==> src/rtl/snn_pkg.sv <==
// Shared types and default sizing for the spike scheduler.
package snn_pkg;

    localparam int unsigned NREQ_DEFAULT   = 4;
    localparam int unsigned ADDR_W_DEFAULT = 8;
    localparam int unsigned DEPTH_DEFAULT  = 8;
    localparam int unsigned SPIKE_W        = 8;

    typedef enum logic [1:0] {
        IDLE    = 2'd0,
        COLLECT = 2'd1,
        DRAIN   = 2'd2,
        DONE    = 2'd3
    } schedState_t;

    typedef struct packed {
        logic [ADDR_W_DEFAULT-1:0] addr;
        logic [SPIKE_W-1:0]        spike;
    } spikeEvent_t;

endpackage

==> src/rtl/spike_event_fifo.sv <==
// Event FIFO between the arbiter and the synapse port; head is always visible.
module spike_event_fifo #(
    parameter int unsigned WIDTH = 16,
    parameter int unsigned DEPTH = 8
) (
    input  logic             Clk,
    input  logic             Reset,
    input  logic             Push,
    input  logic [WIDTH-1:0] PushData,
    input  logic             Pop,
    output logic [WIDTH-1:0] HeadData,
    output logic             Empty,
    output logic             Full
);

    localparam int unsigned PTR_W = (DEPTH > 1) ? $clog2(DEPTH) : 1;
    localparam int unsigned CNT_W = $clog2(DEPTH + 1);

    logic [WIDTH-1:0] mem [DEPTH];
    logic [PTR_W-1:0] wrPtr;
    logic [PTR_W-1:0] rdPtr;
    logic [CNT_W-1:0] count;
    logic             doPush;
    logic             doPop;

    assign Empty    = (count == '0);
    assign Full     = (count == CNT_W'(DEPTH));
    assign doPush   = Push && !Full;
    assign doPop    = Pop && !Empty;
    assign HeadData = mem[rdPtr];

    // Storage write; contents need no reset because count gates visibility.
    always_ff @(posedge Clk) begin
        if (doPush) begin
            mem[wrPtr] <= PushData;
        end
    end

    // Pointers wrap naturally since DEPTH is a power of two.
    always_ff @(posedge Clk or negedge Reset) begin
        if (!Reset) begin
            wrPtr <= '0;
            rdPtr <= '0;
            count <= '0;
        end else begin
            if (doPush) begin
                wrPtr <= wrPtr + PTR_W'(1);
            end
            if (doPop) begin
                rdPtr <= rdPtr + PTR_W'(1);
            end
            case ({doPush, doPop})
                2'b10:   count <= count + CNT_W'(1);
                2'b01:   count <= count - CNT_W'(1);
                default: count <= count;
            endcase
        end
    end

endmodule

==> src/rtl/spike_scheduler.sv <==
// Round-robin spike event scheduler: collects requester events per timestep
// into a FIFO and drains them to the synapse.
// Optional build macro SPIKE_SCHED_STATS_EN adds the EventCount output.
module spike_scheduler
    import snn_pkg::*;
#(
    parameter int unsigned NREQ   = NREQ_DEFAULT,
    parameter int unsigned ADDR_W = ADDR_W_DEFAULT,
    parameter int unsigned DEPTH  = DEPTH_DEFAULT
) (
    input  logic                      Clk,
    input  logic                      Reset,
    input  logic                      Tick,
    input  logic [NREQ-1:0]           ReqValid,
    input  logic [NREQ*ADDR_W-1:0]    ReqAddr,
    input  logic [NREQ*SPIKE_W-1:0]   ReqSpike,
    output logic [NREQ-1:0]           ReqReady,
    output logic                      EvValid,
    output logic [ADDR_W-1:0]         EvAddr,
    output logic [SPIKE_W-1:0]        EvSpike,
    input  logic                      EvReady,
    output logic                      Busy,
    output logic                      StepDone,
    output logic                      TickMiss
`ifdef SPIKE_SCHED_STATS_EN
    ,
    output logic [15:0]               EventCount
`endif
);

    localparam int unsigned RR_W = (NREQ > 1) ? $clog2(NREQ) : 1;
    localparam int unsigned EV_W = ADDR_W + SPIKE_W;

    schedState_t         state;
    schedState_t         stateNext;
    logic [RR_W-1:0]     rrPtr;
    logic [2*NREQ-1:0]   dblValid;
    logic [NREQ-1:0]     rotValid;
    logic                arbEn;
    logic                grantValid;
    logic [RR_W-1:0]     grantOffset;
    logic [RR_W:0]       laneSum;
    logic [RR_W-1:0]     grantLane;
    logic [NREQ-1:0]     grantOneHot;
    logic [ADDR_W-1:0]   selAddr;
    logic [SPIKE_W-1:0]  selSpike;
    logic                fifoFull;
    logic                fifoEmpty;
    logic                pushEn;
    logic                popEn;
    logic [EV_W-1:0]     headData;

    // Round-robin arbiter: rotate requests so rrPtr is bit 0, pick lowest set bit.
    always_comb begin
        arbEn       = (state == COLLECT) && !fifoFull;
        dblValid    = {ReqValid, ReqValid};
        rotValid    = NREQ'(dblValid >> rrPtr);
        grantValid  = 1'b0;
        grantOffset = '0;
        for (int k = NREQ - 1; k >= 0; k--) begin
            if (arbEn && rotValid[k]) begin
                grantValid  = 1'b1;
                grantOffset = RR_W'(k);
            end
        end
        laneSum   = {1'b0, rrPtr} + {1'b0, grantOffset};
        grantLane = (laneSum >= (RR_W+1)'(NREQ)) ? RR_W'(laneSum - (RR_W+1)'(NREQ))
                                                  : RR_W'(laneSum);
        grantOneHot = '0;
        selAddr     = '0;
        selSpike    = '0;
        for (int i = 0; i < NREQ; i++) begin
            if (grantValid && (grantLane == RR_W'(i))) begin
                grantOneHot[i] = 1'b1;
                selAddr        = ReqAddr[i*ADDR_W +: ADDR_W];
                selSpike       = ReqSpike[i*SPIKE_W +: SPIKE_W];
            end
        end
    end

    assign ReqReady = grantOneHot;
    // Zero spike vectors are consumed from the requester but never queued.
    assign pushEn   = grantValid && (selSpike != '0);
    assign popEn    = !fifoEmpty && EvReady;
    assign EvValid  = !fifoEmpty;
    assign {EvAddr, EvSpike} = headData;
    assign Busy     = (state != IDLE);
    assign StepDone = (state == DONE);

    spike_event_fifo #(
        .WIDTH (EV_W),
        .DEPTH (DEPTH)
    ) u_fifo (
        .Clk      (Clk),
        .Reset    (Reset),
        .Push     (pushEn),
        .PushData ({selAddr, selSpike}),
        .Pop      (popEn),
        .HeadData (headData),
        .Empty    (fifoEmpty),
        .Full     (fifoFull)
    );

    // Timestep sequencing next-state.
    always_comb begin
        stateNext = state;
        case (state)
            IDLE:    if (Tick)            stateNext = COLLECT;
            COLLECT: if (ReqValid == '0)  stateNext = DRAIN;
            DRAIN:   if (fifoEmpty)       stateNext = DONE;
            DONE:                         stateNext = IDLE;
            default:                      stateNext = IDLE;
        endcase
    end

    // State register, round-robin pointer and sticky missed-tick flag.
    always_ff @(posedge Clk or negedge Reset) begin
        if (!Reset) begin
            state    <= IDLE;
            rrPtr    <= '0;
            TickMiss <= 1'b0;
        end else begin
            state <= stateNext;
            if (grantValid) begin
                rrPtr <= (grantLane == RR_W'(NREQ - 1)) ? '0 : grantLane + RR_W'(1);
            end
            if (Tick && (state != IDLE)) begin
                TickMiss <= 1'b1;
            end
        end
    end

`ifdef SPIKE_SCHED_STATS_EN
    // Saturating count of events handed to the synapse in the current timestep.
    always_ff @(posedge Clk or negedge Reset) begin
        if (!Reset) begin
            EventCount <= '0;
        end else if ((state == IDLE) && Tick) begin
            EventCount <= '0;
        end else if (popEn && (EventCount != 16'hFFFF)) begin
            EventCount <= EventCount + 16'd1;
        end
    end
`endif

endmodule

==> config.mk <==
export PLATFORM = sky130hd
export DESIGN_NAME = spike_scheduler
export DESIGN_NICKNAME = d
export VERILOG_FILES = /design/src/rtl/snn_pkg.sv /design/src/rtl/spike_event_fifo.sv /design/src/rtl/spike_scheduler.sv
export SDC_FILE = /design/constraint.sdc
export NUM_CORES = 1
export LEC_CHECK = 0
export BUFFER_PORTS_ARGS = -buffer_cell sky130_fd_sc_hd__buf_2
export CORE_MARGIN = 5
export CORE_UTILIZATION = 45
export CTS_BUF_LIST = sky130_fd_sc_hd__clkbuf_4 sky130_fd_sc_hd__clkbuf_8
export CTS_CLUSTER_SIZE = 40
export DETAILED_ROUTE_END_ITERATION = 8
export GPL_ROUTABILITY_DRIVEN = 1
export HOLD_SLACK_MARGIN = 0.05
export PLACE_DENSITY = 0.62
export SYNTH_ARGS = -nofsm -noshare
export SYNTH_HDL_FRONTEND = slang
export SYNTH_SLANG_ARGS = --single-unit
==> constraint.sdc <==
create_clock -name Clk -period 5.2 [get_ports Clk]
set_input_delay 0.52 -clock Clk [delete_from_list [all_inputs] [get_ports Clk]]
set_output_delay 0.52 -clock Clk [all_outputs]
set_load 0.01 [all_outputs]
# After elaboration in Yosys (flattened, before gate mapping)
# Memories as Yosys holds them, arrays and structs flattened.
# Cells that the tools add are included.
# classes
n_addsub	7
magnitude_cmp	1
n_eq_ne	12
n_shift	1
mux	29
reduce_logical	24
# ops
operator	n
8-bit two-way mux	8
2-bit two-way mux	9
1-bit logical AND	14
2-bit equality test, second input constant	5
1-bit two-way mux	10
4-bit logical NOT	2
2-bit one-hot mux with 4 select lines	1
4-bit one-hot mux with 2 select lines	1
8-bit nonzero test	1
8-bit by 2-bit right shift with 4-bit output	1
3-bit by 1-bit adder with 3-bit output, second input constant	2
2-bit by 1-bit equality test with 1-bit output, second input constant	3
4-bit by 1-bit adder with 4-bit output, second input constant	1
4-bit equality test, second input constant	1
2-bit logical NOT	2
2-bit by 1-bit != test with 1-bit output, second input constant	2
2-bit nonzero test	2
4-bit by 1-bit subtractor with 4-bit output, second input constant	1
2-bit by 2-bit adder with 3-bit output	1
3-bit greater-or-equal comparator, second input constant	1
3-bit AND reduction	1
2-bit by 1-bit adder with 2-bit output, second input constant	1
1-bit logical NOT	2
2-bit != test, second input constant	1
2-bit by 1-bit subtractor with 2-bit output, second input constant	1
# totals
reg_bits	15
ram_bits	128
input_bits	72
out_inout_bits	24
word_cells	81
memories	1
# memory_table
name	depth	width	read_ports	rd_ports_with_merged_regs	wr	line_no	rtl
u_fifo.mem	8	16	1	0	1	spike_event_fifo.sv:19	logic [WIDTH-1:0] mem [DEPTH];

# Depth between registers and ports, before layout
# Gate-level depths: netlist of run 1.
# depth
word_depth	22
depth_mapped	25
mapped_depth_nobuf	21

# Cells and area by module
# A second synthesis of run 1 with hierarchy kept.
# hier_totals
cells_unflattened	431
hier_area_um2	6741.5
# by_module_without_submodules
module	instances	cells_per_inst	area_per_inst_um2
spike_event_fifo	1	253	5556.6
spike_scheduler	1	178	1184.9

# Worst setup path before layout of run 1
# No wires, ideal clock.
# synth_path
path_kind	register to register
from	register rrPtr[0]
to	register u_fifo.count[3]
setup_time_ns	0.125
arrival_time_ns	4.074
required_ns	5.075
path_slack_ns	1.001
stages_incl_launch_ff	25
period_less_slack_ns	4.199
cell_sequence	dfrtp_1 > clkbuf_1 > nor2_1 > a221oi_1 > a21oi_1 > o21a_1 > ha_1 > xor2_1 > xor2_1 > ha_1 > buf_4 > buf_2 > nand3b_1 > a211oi_1 > nor4_2 > a21oi_2 > buf_6 > inv_1 > ha_1 > ha_1 > a21o_1 > a21oi_1 > xnor2_1 > nor2_1 > xor2_1
# synth_via
elab_chain_len	20
elab_cells_between_ends	36
classes_between	add/sub: 2; order compare: 1; eq/ne: 5; shift: 1; mux: 14; reduce/logical: 13
# synth_rtl
item	line_no	rtl
start: declaration	spike_scheduler.sv:36	logic [RR_W-1:0] rrPtr;
start signal: assignment	spike_scheduler.sv:125	rrPtr <= (grantLane == RR_W'(NREQ - 1)) ? '0 : grantLane + RR_W'(1);
8-bit by 2-bit right shift with 4-bit output	spike_scheduler.sv:57	rotValid = NREQ'(dblValid >> rrPtr);
1-bit logical AND	spike_scheduler.sv:61	if (arbEn && rotValid[k]) begin
2-bit two-way mux (4 in a row)	spike_scheduler.sv:61	
2-bit by 2-bit adder with 3-bit output	spike_scheduler.sv:66	laneSum = {1'b0, rrPtr} + {1'b0, grantOffset};
3-bit greater-or-equal comparator or 2-bit by 1-bit subtractor with 2-bit output (tied branches)	spike_scheduler.sv:67	grantLane = (laneSum >= (RR_W+1)'(NREQ)) ? RR_W'(laneSum - (RR_W+1)'(NREQ))
2-bit two-way mux	spike_scheduler.sv:67	
2-bit logical NOT	spike_scheduler.sv:73	if (grantValid && (grantLane == RR_W'(i))) begin
1-bit logical AND	spike_scheduler.sv:73	
8-bit two-way mux (4 in a row)	spike_scheduler.sv:73	
8-bit nonzero test	spike_scheduler.sv:83	assign pushEn = grantValid && (selSpike != '0);
1-bit logical AND (*)	spike_scheduler.sv:83	
1-bit logical AND (*)	spike_event_fifo.sv:28	assign doPush = Push && !Full;
2-bit by 1-bit equality test with 1-bit output or 2-bit equality test (tied branches)	spike_event_fifo.sv:52	case ({doPush, doPop})
4-bit one-hot mux with 2 select lines or 2-bit nonzero test (tied branches)	-	
end signal: assignment	spike_event_fifo.sv:53	2'b10: count <= count + CNT_W'(1);
end signal: assignment	spike_event_fifo.sv:54	2'b01: count <= count - CNT_W'(1);
end signal: assignment	spike_event_fifo.sv:55	default: count <= count;
end: declaration	spike_event_fifo.sv:22	logic [CNT_W-1:0] count;
# Mark *: on every way between the ends. The rest lies on a longest branch, timed or not.
# A chain may end at the register's enable or synchronous reset.

# Worst setup path after layout of run 1
# Same ends and word-level chain as after synthesis.

==> impl_metrics.py, run 1 <==
metrics = {
    "outcome": {
        "status": "completed",
    },
    "setup_path": {
        "crit_path_start_kind": "register",
        "crit_required_ns": 5.51,
        "crit_type": "reg -> reg",
        "cp_data_arrival_time_ns": 4.98,
        "critPathMaxStageDelay_ns": 0.69,
        "cp_max_fo": 24,
        "end_kind": "register",
        "crit_chain": "nor2b_1, a221oi_1, a21oi_1, o21a_1, ha_1, xor2_1, xnor2_1, ha_1, a211oi_1, a211oi_1, nor4_2, a21oi_2, inv_1, ha_1, ha_1, a21o_1, a21oi_1, xnor2_1, nor2_1, xor2_1",
        "rrSetupSlack_ns": 0.53,
        "critPathMostFrequentCell": "ha_1",
        "crit_slowest_cell": "ha_1",
    },
    "pwr": {
        "p_sw_mw": 1.83,
        "cellPowerDensity_nw_per_um2": 628,
        "p_comb_share_pct": 46.7,
        "p_int_mw": 3.03,
        "power_switching_share_pct": 37.8,
        "power_leakage_nw": 2.83,
        "vdd_drop_max_mv": 0.431,
        "p_seq_share_pct": 37.7,
        "clock_power_share_pct": 15.6,
    },
    "synth": {
        "ys.flop_type": "edfxtp_1",
        "seq_area_frac_synth_pct": 63.2,
        "ys_types": 47,
        "syn_area_per_cell_um2": 15.6,
        "ys_async_sr_fraction_pct": 10.5,
        "synth.cell_area_um2": 6680,
        "syn_inst": 427,
        "ys_warn_count": 0,
        "syn_nets": 514,
        "ys_ff_latch": 143,
        "synth_edf_count": 128,
    },
    "clock_network": {
        "clock-sinks": 143,
        "cts_buffer_depth": 2,
        "clk_latency_ns": 0.43,
        "cts-root-buf": "clkbuf_8",
        "cts_tree": "built",
        "cts.htree.levels": 4,
        "cts_setup_buffers": 0,
        "clkTransAtPathRegs_ns": 0.09,
        "numCtsBuffers": 17,
    },
    "floorplan": {
        "rows": 44,
        "core_area_um2": 14500,
        "die_h_um": 132,
        "start_util_pct": 45.9,
        "dieArea_um2": 17400,
        "die_w_um": 132,
        "ioPinCount": 96,
    },
    "drt": {
        "ant_nets": 0,
        "drc": 0,
        "vias": 4007,
        "wl_per_cell_um": 19.3,
        "avgViaCountPerCell": 5.49,
        "dr.first_iter.drc_count": 214,
        "drt_pre_antenna_iters": 5,
        "totalWireLength_um": 14100,
    },
    "global_routing": {
        "grt_pass1_vias": 4330,
        "grt_pass1_wl_um": 23000,
        "grt_max_degree": 42,
        "gr-total-overflow": 0,
        "antenna_found_initial": 0,
        "grt_use_total_pct": 16.9,
    },
    "sta": {
        "rsz0062_at_grt": "no",
        "fmax_mhz": 214,
        "hold_viol_final": 0,
        "final-max-slew-violation-count": 0,
        "setup-tns-final_ns": 0,
        "holdWs_ns": 0.305,
        "setup_viol": 0,
        "slew_headroom_pct": 35.7,
        "timing.final.crit_period_ns": 4.67,
        "setup_slack_ns": 0.527,
        "skew_ns": 0.0164,
        "post-route-period-util_pct": 89.9,
        "tightest_slew_ns": 0.965,
    },
    "final_layout": {
        "areaGrowthSynthToFinish_pct": 15.9,
        "final_area_um2": 7740,
        "final_common_cell": "edfxtp_1",
        "diodes": 0,
        "drive_gt1_share_pct": 37.4,
        "final_cell_mix": "edfxtp_1 (128), buf_2 (95), mux4_2 (32)",
        "layoutNonFillerInstCount": 730,
        "finalNetCount": 620,
    },
    "placed_design": {
        "place_ws_ns": 0.233,
        "dpl.hpwl_um": 9720,
        "placedInstanceArea_um2": 7380,
        "dp_cells": 697,
        "finalWeightedCongestion": 0.789,
        "port_buffers": 95,
    },
    "job": {
        "maxCapViolCount": 0,
    },
    "hold_path": {
        "hold_class": "in -> reg",
    },
}
## power groups by stage
stage / registers [mW] / clock network, mW / logic [mW]
4_1_cts: 1.84 / 0.780 / 2.32
2_1_floorplan: 1.72 / 0 / 1.81
5_1_grt: 1.86 / 0.830 / 2.53
3_3_place_gp: 1.84 / 0 / 2.24
3_5_place_dp: 1.86 / 0 / 2.31
6_report: 1.83 / 0.757 / 2.27
## cell usage after synthesis, drive strengths merged (2+ instances only)
| library cell | n | area share (%) |
|---|---|---|
| ha | 14 | 2.6 |
| nor3 | 2 | 0.15 |
| edfxtp | 128 | 58 |
| nand3b | 15 | 1.7 |
| nor2 | 12 | 0.67 |
| o21ai | 12 | 0.90 |
| a221oi | 2 | 0.26 |
| mux2 | 19 | 3.2 |
| nor4 | 2 | 0.37 |
| nand2 | 25 | 1.4 |
| xor2 | 6 | 0.79 |
| dfrtp | 15 | 5.6 |
| and4bb | 2 | 0.37 |
| a21oi | 21 | 1.6 |
| and4b | 3 | 0.45 |
| xnor2 | 5 | 0.66 |
| nor2b | 27 | 2.5 |
| clkbuf | 11 | 0.62 |
| mux4 | 32 | 11 |
| a21o | 2 | 0.22 |
| a211oi | 17 | 2.0 |
| a21boi | 2 | 0.22 |
| inv | 15 | 0.84 |
| buf | 15 | 1.3 |
| nor3b | 9 | 1.2 |
## critical path: cells and delay by family, from the launching register on
family | cells | cell delay, ns
AO/OA/AOI/OAI | 8 | 1.52
adder cells (fa/ha/maj) | 4 | 1.37
XOR/XNOR | 4 | 0.70
flip-flops | 1 | 0.50
AND/OR/NAND/NOR | 3 | 0.38
buffers and inverters | 1 | 0.07
## metal layers
metal	vias to the layer above	routed length [µm]	global-route usage (%)	part of all wire [%]
met4	0	82	3.60	0.58
met2	142	6760	27.1	48
li1	1860	-	-	-
met1	2000	6190	23.2	44
met5	-	0	0	0
met3	5	1070	4.73	7.6
## final timing paths
check	start	to	cells after the start
setup / recovery	rrPtr[0]	u_fifo.count[3]	20
max in group asynchronous	Reset	u_fifo.rdPtr[1]	2
hold / removal	Tick	TickMiss	2
hold reg to reg	TickMiss	TickMiss	1
min in group asynchronous	Reset	u_fifo.rdPtr[2]	2
setup reg to reg	rrPtr[0]	u_fifo.count[3]	20
## stage by stage
stage	util, %	power [mW]
detailed placement	50.8	4.17
CTS	53.2	4.93
global placement	50.8	4.08
floorplan	-	3.52
global route	53.2	5.23
finish	53.2	4.86
## area by class of cell
cell class	instances	area, µm²
Timing Repair Buffer	113	613
Tap cell	184	230
Sequential cell	143	4220
Inverter	15	56.3
Fill cell	1240	6800
Multi-Input combinational cell	243	2280
Clock inverter	13	86.3
Clock buffer	19	255
## flip-flops by register name (all words and copies together) (netlist names)
register      flops
u_fifo.wrPtr      3
rrPtr             2
u_fifo.rdPtr      3
u_fifo.count      4
u_fifo.mem      128
TickMiss          1
state             2
## kinds of logic after synthesis
kind of cell	Yosys count	synth area share (%)
buffers and inverters	41	2.77
xor gates and xnor gates	11	1.44
muxes	52	14.1
adders and majority gates	15	2.92
DFF	143	63.2
AOI/OAI and AO/OA	63	6.09
and+or+nand+nor	102	9.44
## repair_timing
item	CTS	global route
hold endpoints to repair	15	0
resized for setup	0	1
hold buffers	1	0
setup endpoints to repair	0	1
(Power assumes the default switching activity.)
==> run 2: changes to the inputs <==
CORE_ASPECT_RATIO = 0.7   (was unset)
==> impl_metrics.py, run 2 (synthesis gave the netlist of run 1 again) <==
metrics = {
    "floorplan": {
        "rows": 37,
        "start_util_pct": 45.6,
        "dieArea_um2": 17400,
        "ioPinCount": 96,
        "core_area_um2": 14600,
        "die_w_um": 156,
        "die_h_um": 112,
    },
    "setup_path": {
        "crit_path_start_kind": "register",
        "cp_num_buf_inv": 3,
        "cp_max_fo": 23,
        "critPathMaxStageDelay_ns": 0.41,
        "path_delay_family": "compound AO/OA/AOI/OAI gates",
        "cp_data_arrival_time_ns": 5.01,
        "rrSetupSlack_ns": 0.52,
        "critPathMostFrequentCell": "ha_1",
        "rr_worst_depth": 21,
        "crit_type": "reg -> reg",
        "end_kind": "register",
        "crit_required_ns": 5.53,
        "cp_num_cells": 21,
        "crit_chain": "inv_1, ha_1, a21boi_0, o21a_1, ha_1, xor2_1, xnor2_1, ha_1, buf_4, a211oi_1, a211oi_1, nor4_2, a21oi_2, inv_1, ha_1, ha_1, a21o_1, a21oi_1, xnor2_1, nor2_1, xor2_1",
        "crit_slowest_cell": "dfrtp_1",
    },
    "pwr": {
        "p_seq_share_pct": 38.0,
        "p_int_mw": 3.10,
        "power_switching_share_pct": 37.0,
        "cellPowerDensity_nw_per_um2": 634,
        "power_leakage_nw": 2.82,
        "p_sw_mw": 1.82,
        "p_comb_share_pct": 45.8,
        "clock_power_share_pct": 16.2,
        "vdd_drop_max_mv": 0.364,
        "power.total_mw": 4.92,
    },
    "clock_network": {
        "clkTransAtPathRegs_ns": 0.07,
        "clk_latency_ns": 0.44,
        "cts_buffer_depth": 2,
        "cts.htree.levels": 4,
        "cts_setup_buffers": 0,
        "cts_tree": "built",
        "cts-root-buf": "clkbuf_8",
        "clock-sinks": 143,
        "numCtsBuffers": 17,
    },
    "sta": {
        "setup_viol": 0,
        "post-route-period-util_pct": 90.1,
        "timing.final.crit_period_ns": 4.68,
        "skew_ns": 0.00747,
        "hold_viol_final": 0,
        "final-max-slew-violation-count": 0,
        "tightest_slew_ns": 1.01,
        "fmax_mhz": 213,
        "slew_headroom_pct": 32.8,
    },
    "hold_path": {
        "hold_class": "in -> reg",
        "hold_depth": 2,
    },
    "drt": {
        "wl_per_cell_um": 19.5,
        "vias": 3992,
        "avgViaCountPerCell": 5.39,
        "drc": 0,
        "dr.first_iter.drc_count": 238,
        "totalWireLength_um": 14400,
        "ant_nets": 0,
        "drt_pre_antenna_iters": 4,
    },
    "placed_design": {
        "dpl.hpwl_um": 9930,
        "finalWeightedCongestion": 0.848,
        "port_buffers": 95,
    },
    "final_layout": {
        "post-route-util_pct": 53.1,
        "n_fill_cell": 1230,
        "areaGrowthSynthToFinish_pct": 16.2,
        "diodes": 0,
        "final_common_cell": "edfxtp_1",
        "largest_registers": "u_fifo.mem x128, u_fifo.count x4",
        "drive_gt1_share_pct": 36.0,
        "largest_reg_flops": 128,
        "finalNetCount": 620,
        "final_cell_mix": "edfxtp_1 (128), buf_2 (95), mux4_2 (32)",
        "top_register": "u_fifo.mem",
    },
    "global_routing": {
        "grt_use_total_pct": 17.5,
        "gr-total-overflow": 0,
        "grt_pass1_wl_um": 22900,
        "grt_max_degree": 41,
        "grt_pass1_vias": 4324,
        "antenna_found_initial": 0,
    },
    "job": {
        "maxCapViolCount": 0,
    },
    "outcome": {
        "status": "completed",
    },
}
run 2: worst paths after layout:
check,start,end
max,state[1],u_fifo.count[3]
min,Tick,TickMiss
max reg2reg,state[1],u_fifo.count[3]
min reg2reg,TickMiss,TickMiss
max in group asynchronous,Reset,u_fifo.rdPtr[0]
min in group asynchronous,Reset,rrPtr[1]
run 2: cell type report:
| class | instances | area (µm²) | share of cell area [%] |
|---|---|---|---|
| flip-flops and latches | 143 | 4220 | 54.4 |
| multi-input cells | 243 | 2280 | 29.3 |
| repair buffers | 113 | 613 | 7.90 |
| clock buffers | 19 | 249 | 3.21 |
| well taps | 195 | 244 | 3.14 |
| clock inverters | 12 | 101 | 1.31 |
| inverters | 15 | 56.3 | 0.725 |
run 2: what timing repair did:
item / CTS / global route
endpoints found under the hold margin: 15 / 0
gates resized for setup: 0 / 1
hold buffers: 1 / 0
setup endpoints to repair: 0 / 1
run 2: layer usage:
layer / global-route usage, % / share of wire (%) / up-vias / wire, µm
met3: 4.66 / 5.6 / 17 / 807
met1: 24.6 / 48 / 1975 / 6910
li1: - / - / 1857 / -
met2: 26.3 / 45 / 143 / 6480
met5: 0 / 0 / - / 0
met4: 6.59 / 1.5 / 0 / 223
run 2: through the flow:
stage               instances  instance area, µm²  setup TNS (ns)  hold WS, ns  worst slack (ns)
floorplan                 427                6680               0        0.224              1.00
global placement          708                7400               0        0.432             0.496
detailed placement        708                7400               0        0.443             0.345
CTS                       740                7760               0        0.280             0.436
global route              740                7760        -0.00272        0.303          -0.00272
finish                    740                7760               0        0.307             0.516
run 2: worst register-to-register path, cell delays in order (launching register included):
cell and delay, ns:
dfrtp_1 0.41, inv_1 0.11, ha_1 0.18, a21boi_0 0.38, o21a_1 0.19, ha_1 0.15
xor2_1 0.26, xnor2_1 0.19, ha_1 0.38, buf_4 0.31, a211oi_1 0.09, a211oi_1 0.40
nor4_2 0.12, a21oi_2 0.18, inv_1 0.07, ha_1 0.22, ha_1 0.29, a21o_1 0.18
a21oi_1 0.17, xnor2_1 0.13, nor2_1 0.06, xor2_1 0.14
run 2: power groups by stage:
stage | clock (mW) | sequential [mW] | combinational, mW
2_1_floorplan | 0 | 1.72 | 1.81
3_3_place_gp | 0 | 1.89 | 2.22
3_5_place_dp | 0 | 1.90 | 2.27
4_1_cts | 0.817 | 1.88 | 2.28
5_1_grt | 0.870 | 1.90 | 2.51
6_report | 0.800 | 1.87 | 2.25
==> run 3: changes to the inputs <==
ABC_AREA = 1   (was unset)
CORE_ASPECT_RATIO = unset   (was 0.7)
==> impl_metrics.py, run 3 <==
metrics = {
    "outcome": {
        "status": "completed",
    },
    "final_layout": {
        "drive_gt1_share_pct": 19.7,
        "final_cell_mix": "nor2_1 (147), edfxtp_1 (128), buf_2 (95)",
        "top_register": "u_fifo.mem",
        "largest_reg_flops": 128,
        "final_common_cell": "nor2_1",
        "n_fill_cell": 1370,
        "post-route-util_pct": 52.3,
        "areaGrowthSynthToFinish_pct": 13.7,
        "largest_registers": "u_fifo.mem x128, u_fifo.count x4",
        "regArea_um2": 4220,
        "diodes": 0,
        "finalNetCount": 871,
        "multi_input_area_um2": 2360,
    },
    "drt": {
        "avgViaCountPerCell": 5.28,
        "drc": 0,
        "totalWireLength_um": 15800,
        "drt_pre_antenna_iters": 4,
        "wl_per_cell_um": 16.1,
        "dr.first_iter.drc_count": 394,
        "vias": 5197,
        "ant_nets": 0,
    },
    "sta": {
        "final-max-slew-violation-count": 0,
        "setup_slack_ns": 0.604,
        "post-route-period-util_pct": 88.4,
        "setup-tns-final_ns": 0,
        "tightest_slew_ns": 1.19,
        "rsz0062_at_grt": "no",
        "timing.final.crit_period_ns": 4.60,
        "fmax_mhz": 218,
        "slew_headroom_pct": 20.7,
        "hold_viol_final": 0,
        "skew_ns": 0.00776,
        "setup_viol": 0,
    },
    "clock_network": {
        "cts-root-buf": "clkbuf_8",
        "cts_tree": "built",
        "cts_resized": 0,
        "clkTransAtPathRegs_ns": 0.07,
        "cts.htree.levels": 4,
        "numCtsBuffers": 17,
        "clock-sinks": 143,
        "clk_latency_ns": 0.43,
        "cts_buffer_depth": 2,
    },
    "setup_path": {
        "cp_max_fo": 17,
        "crit_path_start_kind": "register",
        "cp_num_buf_inv": 4,
        "cp_num_cells": 28,
        "rr_worst_depth": 28,
        "cp_data_arrival_time_ns": 4.91,
        "crit_required_ns": 5.52,
        "critPathMaxStageDelay_ns": 0.54,
        "crit_type": "reg -> reg",
        "crit_slowest_cell": "ha_1",
        "end_kind": "register",
        "rrSetupSlack_ns": 0.60,
        "path_delay_family": "adder cells",
    },
    "synth": {
        "syn_nets": 788,
        "syn_area_per_cell_um2": 9.97,
        "synth.cell_area_um2": 6990,
        "synthMuxAreaShare_pct": 0,
        "synth_top_area_cell": "edfxtp_1",
        "syn_inst": 701,
        "seq_area_frac_synth_pct": 60.3,
        "synth_top_area_share_pct": 55.0,
        "synth_top_family_by_area": "simple AND/OR/NAND/NOR gates",
        "ys_warn_count": 0,
        "synth.most_common_cell": "nor2_1",
        "ys_async_sr_fraction_pct": 10.5,
        "ys_types": 34,
        "ys_ff_latch": 143,
        "yosys.area_share.simple_pct": 19.6,
        "ys.flop_type": "edfxtp_1",
        "yosys.area_share.xor_xnor_pct": 1.00,
        "synth-compound-area-share_pct": 10.4,
        "synthAdderAreaFrac_pct": 2.79,
        "synth.area.top_cells": "edfxtp_1 (55%), nor2_1 (7.9%), o21ai_0 (5.5%)",
        "synth_edf_count": 128,
        "synth_commonest_cells": "nor2_1 (147), edfxtp_1 (128), nand2_1 (86)",
    },
    "global_routing": {
        "grt_use_total_pct": 17.9,
        "grt_pass1_wl_um": 25300,
        "grt_max_degree": 66,
        "grt_pass1_vias": 5059,
        "gr-total-overflow": 0,
        "antenna_found_initial": 0,
    },
    "job": {
        "maxCapViolCount": 0,
    },
    "floorplan": {
        "ioPinCount": 96,
        "die_w_um": 135,
        "core_area_um2": 15200,
        "die_h_um": 135,
        "rows": 45,
        "start_util_pct": 46.0,
        "dieArea_um2": 18100,
    },
    "placed_design": {
        "finalWeightedCongestion": 0.852,
        "port_buffers": 95,
        "place_ws_ns": 0.564,
        "dpl.hpwl_um": 10000,
    },
    "hold_path": {
        "hold_depth": 2,
        "hold_class": "in -> reg",
    },
}
run 3: cell count changes after synthesis, sizes merged, moves of 19 or more:
cell	change
inv	+40
nor2b	-27
nor2	+147
nand2	+67
mux4	-32
o21ai	+65
nand3	+57
mux2	-19
a31oi	+24
run 3: worst paths after layout:
kind / start / end
max reg2reg: state[1] / u_fifo.count[3]
max: state[1] / u_fifo.count[3]
max in group asynchronous: Reset / u_fifo.wrPtr[2]
min in group asynchronous: Reset / TickMiss
min reg2reg: TickMiss / TickMiss
min: Tick / TickMiss
run 3: kinds of logic (layout without fill, tap and decap cells):
kind of cell	Yosys count	count (layout)
AOI/OAI and AO/OA	131	131
DFF	143	143
and+or+nand+nor	310	310
adders and majority gates	15	15
buffers and inverters	94	189
xor gates and xnor gates	8	8
run 3: layout make-up:
cell class                 instances  share of cell area [%]
timing repair buffer             100                    6.48
inverter                          58                    2.89
multi-input combinational        464                    29.7
clock inverter                    13                    1.86
clock buffer                      18                    3.04
tap                              188                    2.96
sequential                       143                    53.1
run 3: repair_timing:
item,CTS,global route
setup endpoints to repair,0,0
hold buffers,1,0
endpoints found under the hold margin,15,0
setup buffers,0,0
run 3: metal layers:
layer / up-vias / wire length, µm / track usage, %
met2: 181 / 7440 / 29.2
met5: - / 0 / 0
met3: 14 / 1010 / 4.55
met4: 0 / 161 / 4.92
li1: 2564 / - / -
met1: 2438 / 7210 / 23.8
run 3: through the flow:
step / instances / instance area [µm²] / hold WS [ns]
final: 984 / 7950 / 0.317
after global routing: 984 / 7950 / 0.295
after CTS: 984 / 7950 / 0.293
after detailed placement: 952 / 7550 / 0.440
after global placement: 952 / 7550 / 0.443
after floorplan: 701 / 6990 / 0.224
Power of run 3 is left out: the tool's default activity adds up to more than one toggle a clock period on the data nets, which glitch-free logic cannot reach.
